--- src/rtl/output_argmax.sv ---
//==============================================================================
// Module      : output_argmax
// Description : Captures NUM_OUT signed neuron results when every per-neuron
//               ready bit is high, scans them one per cycle for the maximum
//               (lowest index wins ties) and presents the winning class index
//               and score on a valid/ready handshake. Partial ready sets and
//               results arriving while busy raise sticky error flags.
// Revision    : 1.0 - initial release
//==============================================================================
`default_nettype none

module output_argmax #(
    parameter int NUM_OUT = 4,
    parameter int DATA_W  = 17,
    parameter int IDX_W   = (NUM_OUT > 1) ? $clog2(NUM_OUT) : 1
) (
    input  logic                      clk,
    input  logic                      rst_n,
    input  logic [NUM_OUT-1:0]        result_ready,
    input  logic [NUM_OUT*DATA_W-1:0] results,
    input  logic                      class_ready,
    output logic                      class_valid,
    output logic [IDX_W-1:0]          class_idx,
    output logic [DATA_W-1:0]         class_score,
    output logic                      busy,
    output logic                      partial_err,
    output logic                      overrun_err,
    input  logic                      err_clr
);

    localparam logic [IDX_W-1:0] LAST_PTR = IDX_W'(NUM_OUT - 1);
    localparam logic [IDX_W-1:0] FIRST_PTR = IDX_W'(1);

    typedef enum logic [1:0] {
        S_IDLE = 2'd0,
        S_SCAN = 2'd1,
        S_DONE = 2'd2
    } state_t;

    state_t state, state_nxt;

    logic signed [DATA_W-1:0] data_buf [NUM_OUT];
    logic signed [DATA_W-1:0] best_val;
    logic [IDX_W-1:0]         best_idx;
    logic [IDX_W-1:0]         ptr;

    logic all_ready;
    logic any_ready;
    logic partial_set;
    logic overrun_set;

    assign all_ready   = &result_ready;
    assign any_ready   = |result_ready;
    // A partial set is only meaningful while waiting; once busy, any ready is an overrun.
    assign partial_set = (state == S_IDLE) && any_ready && !all_ready;
    assign overrun_set = (state != S_IDLE) && any_ready;

    // State register; reset returns to IDLE immediately, abandoning any scan.
    always_ff @(posedge clk or negedge rst_n) begin
        if (!rst_n) begin
            state <= S_IDLE;
        end else begin
            state <= state_nxt;
        end
    end

    // Next-state logic: capture, one compare per cycle, hold until consumed.
    always_comb begin
        state_nxt = state;
        case (state)
            S_IDLE: begin
                if (all_ready) begin
                    state_nxt = (NUM_OUT == 1) ? S_DONE : S_SCAN;
                end
            end
            S_SCAN: begin
                if (ptr == LAST_PTR) begin
                    state_nxt = S_DONE;
                end
            end
            S_DONE: begin
                if (class_ready) begin
                    state_nxt = S_IDLE;
                end
            end
            default: state_nxt = S_IDLE;
        endcase
    end

    // Datapath: snapshot results on capture, then keep the running maximum.
    always_ff @(posedge clk or negedge rst_n) begin
        if (!rst_n) begin
            for (int k = 0; k < NUM_OUT; k++) begin
                data_buf[k] <= '0;
            end
            best_val <= '0;
            best_idx <= '0;
            ptr      <= '0;
        end else begin
            case (state)
                S_IDLE: begin
                    if (all_ready) begin
                        for (int k = 0; k < NUM_OUT; k++) begin
                            data_buf[k] <= results[k*DATA_W +: DATA_W];
                        end
                        best_val <= results[0 +: DATA_W];
                        best_idx <= '0;
                        ptr      <= FIRST_PTR;
                    end
                end
                S_SCAN: begin
                    // Strictly greater so an equal later value never displaces a lower index.
                    if (data_buf[ptr] > best_val) begin
                        best_val <= data_buf[ptr];
                        best_idx <= ptr;
                    end
                    ptr <= ptr + FIRST_PTR;
                end
                default: begin
                end
            endcase
        end
    end

    // Sticky error flags; a fresh event outranks a simultaneous clear.
    always_ff @(posedge clk or negedge rst_n) begin
        if (!rst_n) begin
            partial_err <= 1'b0;
            overrun_err <= 1'b0;
        end else begin
            partial_err <= partial_set | (partial_err & ~err_clr);
            overrun_err <= overrun_set | (overrun_err & ~err_clr);
        end
    end

    // Outputs decode only registered state, so no input reaches them combinationally.
    assign class_valid = (state == S_DONE);
    assign busy        = (state != S_IDLE);
    assign class_idx   = class_valid ? best_idx : '0;
    assign class_score = class_valid ? best_val : '0;

endmodule

`default_nettype wire

--- config.mk ---
export PLATFORM = sky130hd
export DESIGN_NAME = output_argmax
export DESIGN_NICKNAME = d
export VERILOG_FILES = /design/src/rtl/output_argmax.sv
export SDC_FILE = /design/constraint.sdc
export NUM_CORES = 1
export LEC_CHECK = 0
export ABC_CLOCK_PERIOD_IN_PS = 7400
export CAP_MARGIN = 0
export CORE_MARGIN = 3
export CORE_UTILIZATION = 55
export CTS_CLUSTER_DIAMETER = 120
export DETAILED_ROUTE_END_ITERATION = 7
export PLACE_DENSITY = 0.86
export SLEW_MARGIN = 20
export SYNTH_ARGS = -nofsm -noshare
export SYNTH_HDL_FRONTEND = slang
export SYNTH_SLANG_ARGS = --single-unit
--- constraint.sdc ---
create_clock -name clk -period 7.4 [get_ports clk]
set_input_delay 1.48 -clock clk [delete_from_list [all_inputs] [get_ports clk]]
set_output_delay 1.48 -clock clk [all_outputs]
set_load 0.1 [all_outputs]
After elaboration in Yosys (flattened, before gate mapping). Index checks and enable logic that the tools add are counted.

Add/sub/neg operators: 1. Magnitude comparators: 2. Equality and inequality tests: 7. Muxes and demuxes: 16. Bitwise gates (word level): 6. Reduce and logical (&&, ||, !) cells: 13.

Operators by type and width (count): $mux W17 (5); $bmux W17 S2 (1); $pmux W17 S2 (1); $gt A17 B17 Y1 (1); $mux W2 (6); $ne A2 B2 Y1 const B (4); $pmux W2 S2 (2); $pmux W2 S3 (1); $reduce_and A3 Y1 (2); $reduce_and A5 Y1 (1); $eq A2 B2 Y1 const B (2); $reduce_and A4 Y1 (1); $reduce_bool A2 Y1 (2); $reduce_or A4 Y1 (1); $ge A3 B3 Y1 const B (1); $logic_and A1 B1 Y1 (3); $not A2 Y3 (1); $add A2 B1 Y2 const B (1); $and A1 B1 Y1 (2); $eq A2 B1 Y1 const B (1); $logic_not A2 Y1 (1); $or A1 B1 Y1 (2); $reduce_and A2 Y1 (1); $logic_not A1 Y1 (1); $not A1 Y1 (1).

Flip-flop bits (word level): 93. Input port bits: 76.

Logic depth before layout (Yosys ltp).
Word-level depth: 7. Gate-level depth with buffers: 12. Mapped depth without buffers: 9.

Worst setup path before layout. No wires, ideal clock.

Kind: register to output. Start: register state[0]. End: output class_score[10]. Arrival time: 4.000 ns. Required time: 5.920 ns. Setup slack: 1.920 ns. Cell stages (with the launch flop): 5. Cell sequence: dfrtp_1 -> nor2b_1 -> clkinv_1 -> clkbuf_1 -> nor2_1.

Cells in the longest elaborated chain, start to end: 2.

RTL lines: from (decl) (line 40) `state_t state, state_nxt;`; from (signal assigned) (line 63) `state <= state_nxt;`; $eq A2 B2 Y1 (line 137) `assign class_valid = (state == S_DONE);`; via class_valid (line 22) `output logic class_valid,`; $mux W17 (line 140) `assign class_score = class_valid ? best_val : '0;`; to (decl) (line 24) `output logic [DATA_W-1:0] class_score,`.

The timed path passes the listed nets, and every way through them passes these cells.

Worst setup path after layout.
Start: register state[0]. End: output class_score[7].

Cells in the longest elaborated chain, start to end: 2.

RTL lines (line): $eq A2 B2 Y1 (137); $mux W17 (140).

No other way between the ends.

==> metrics.cfg <==
[route]
drtIter0Drc = 83
wl_per_cell_um = 17.9
firstDrtPassIters = 4
wirelength_um = 9670
via_per_inst = 5.57
vias = 3015
ant_nets = 0
drc = 0

[synthesis]
yosysUniqueCellTypes = 35
synth-adder-area-share_pct = 4.88
ys_seq_area_share_pct = 50.5
synth_top_family_by_area = multiplexers
syn_nets = 432
yosys_warnings = 0
ys_seq_elements = 93
synth_cells = 338
synth_top_area_cell = dfrtp_1
ys_top_cells_by_area = dfrtp_1 (50%), mux2_2 (17%), mux4_2 (8.3%)
synthArstFlopShare_pct = 100
synthXorXnorAreaFrac_pct = 0
synth_area_mm2 = 0.00461
muxShareOfSynthArea_pct = 33.0
synthSimpleGateAreaFrac_pct = 4.21
synth-compound-area-share_pct = 3.50
synth_edf_count = 0
ys_top_cells_by_count = dfrtp_1 (93), mux2_2 (69), mux2i_1 (33)
post-synth-top-count-cell = dfrtp_1
avgSynthCellArea_um2 = 13.6
yosys.area.top_type_share_pct = 50.5
synth_flop_cell = dfrtp_1

[cells_and_area]
synthToLayoutAreaGrowth_pct = 26.6
fill_cells = 554
final_cell_area_mm2 = 0.00584
final_cell_count_no_fill = 541
post-route-util_pct = 73.7
diodes = 0
final_nets = 529
drive_gt1_share_pct = 25.5

[min_path]
holdPathEnd = data_buf[51]$_DFFE_PN0P_
worstHoldPathCells = 1
hp-class = flip-flop to flip-flop
min_from = data_buf[51]$_DFFE_PN0P_

[cts]
cts-htree-levels = 3
clock-root-buffer = clkbuf_8
cts_buffers = 9
path_clk_slew_ns = 0.08
post_cts_buffers = 0
clockBufferDepth = 2
cts_sinks = 93
cts_tree = done
ctsResizeCount = 0
clock_latency_ns = 0.35
cts_hold_buf = 0

[pwr]
p_per_area_mw_per_mm2 = 424
ir_drop_uv = 233
leakagePower_nw = 2.58

[sta]
slew_viol_final = 0
fin_ws_ns = 2.78
fmax_mhz = 216
min_period_ns = 4.62
fin_tns_setup_ns = 0
fin_crit_sh_pct = 62.5
relSlewSlack_pct = 34.4
fin_skew_ns = 0.0152
hold_viol = 0
tightest_slew_ns = 0.981
setup_viol = 0
grt_setup_unrepaired = false

[global_route]
grt_max_degree = 50
grt_pass1_wl_um = 16500
antenna_found_initial = 0
grt_overflow_total = 0
track_usage_pct = 21.7
grt_pass1_vias = 3311

[floorplanning]
pin_count = 99
fp.dieW_um = 97.6
die_height_um = 97.6
dieArea_mm2 = 0.00952
core_mm2 = 0.00793
start_util_pct = 58.2
rows = 32

[critical_path]
r2r_slack_ns = 3.41
crit_arrival_ns = 3.14
r2r_end = best_idx[0]$_DFFE_PN0P_
slowest_delay_ns = 1.19
crit_fanout = 18
start_kind = flip-flop
worstPathRequired_ns = 5.92
r2r_cells = 9
crit_family = buffers and inverters
cp-end-kind = output pin
cp_slowest_cell = clkdlybuf4s50_1
r2r_start = ptr[1]$_DFFE_PN0P_
worstSetupPathType = flip-flop to output pin
path_cells = nor2b_1 > clkinv_1 > nor2_1 > clkdlybuf4s50_1
critPathBufInv = 2

[place]
dpl.hpwl_um = 7250
place_inst = 526
gp_congestion = 0.798
place_area_mm2 = 0.00567
pre_cts_slack_ns = 3.20
port_buffers = 98

[run]
drv_cap = 0

[status]
status = completed

## state kept, by name, summed over array words and instances, names as in the netlist
name,cells
state,2
partial_err,1
data_buf,68
best_idx,2
ptr,2
best_val,17
overrun_err,1
## power by group
group	switching, mW	internal (mW)
clock	0.170	0.130
combinational	0.664	0.615
sequential	0.138	0.760
## cells by family (layout without fill, tap and decap cells)
| group | Yosys count | count (layout) |
|---|---|---|
| AND/OR/NAND/NOR | 42 | 42 |
| buffers and inverters | 41 | 142 |
| adder cells (fa/ha/maj) | 18 | 18 |
| AO/OA/AOI/OAI | 23 | 23 |
| flip-flops | 93 | 93 |
| multiplexers | 121 | 121 |
## layout by cell type, fill, tap and decap left out, drive strengths merged, types with 2 or more instances in the layout
cell type      count
mux2              71
nor2b              2
mux2i             33
ha                18
buf                6
and2               4
nand2              8
a21oi              6
inv               23
a21o               3
clkinvlp           2
clkbuf            10
clkdlybuf4s50     97
dfrtp             93
clkinv             4
nor2              20
o21ai              3
nand4              5
mux4              17
## per-layer routing
layer  vias up  share of wire (%)  GRT usage [%]
met5         -                  0              0
met4         0                1.3           5.96
met3         9                4.0           5.24
met2        70                 53           38.3
met1      1521                 42           26.6
li1       1415                  -              -
## worst reg2reg max path: cells and delay by family (launching register included)
kind,cells,cell delay (ns)
adder cells (fa/ha/maj),1,0.34
buffers and inverters,1,0.36
AO/OA/AOI/OAI,3,1.17
multiplexers,2,0.77
AND/OR/NAND/NOR,2,0.28
flip-flops,1,0.98
## per-stage QoR
step	hold slack [ns]	power [mW]
after floorplan	0.473	1.88
after global placement	0.485	2.14
after detailed placement	0.491	2.20
after CTS	0.515	2.50
after global routing	0.525	2.67
final	0.511	2.48
## worst max path at each step
stage                              start               to  slack (ns)  cells past startpoint
floorplan           state[0]$_DFFE_PN0P_  class_score[10]        1.92                      4
global placement    state[0]$_DFFE_PN0P_   class_score[7]        3.28                      4
detailed placement  state[0]$_DFFE_PN0P_   class_score[7]        3.20                      4
CTS                 state[0]$_DFFE_PN0P_   class_score[7]        2.80                      4
global route        state[0]$_DFFE_PN0P_   class_score[7]        2.60                      4
finish              state[0]$_DFFE_PN0P_   class_score[7]        2.78                      4
## layout make-up
class	instances	area [µm²]	area share, %
Sequential cell	93	2330	39.8
Multi-Input combinational cell	204	2100	36.0
Timing Repair Buffer	103	1020	17.4
Clock buffer	10	138	2.36
Tap cell	102	128	2.19
Inverter	24	90.1	1.54
Clock inverter	5	37.5	0.643
No activity file was read; power rests on OpenSTA's default activity.
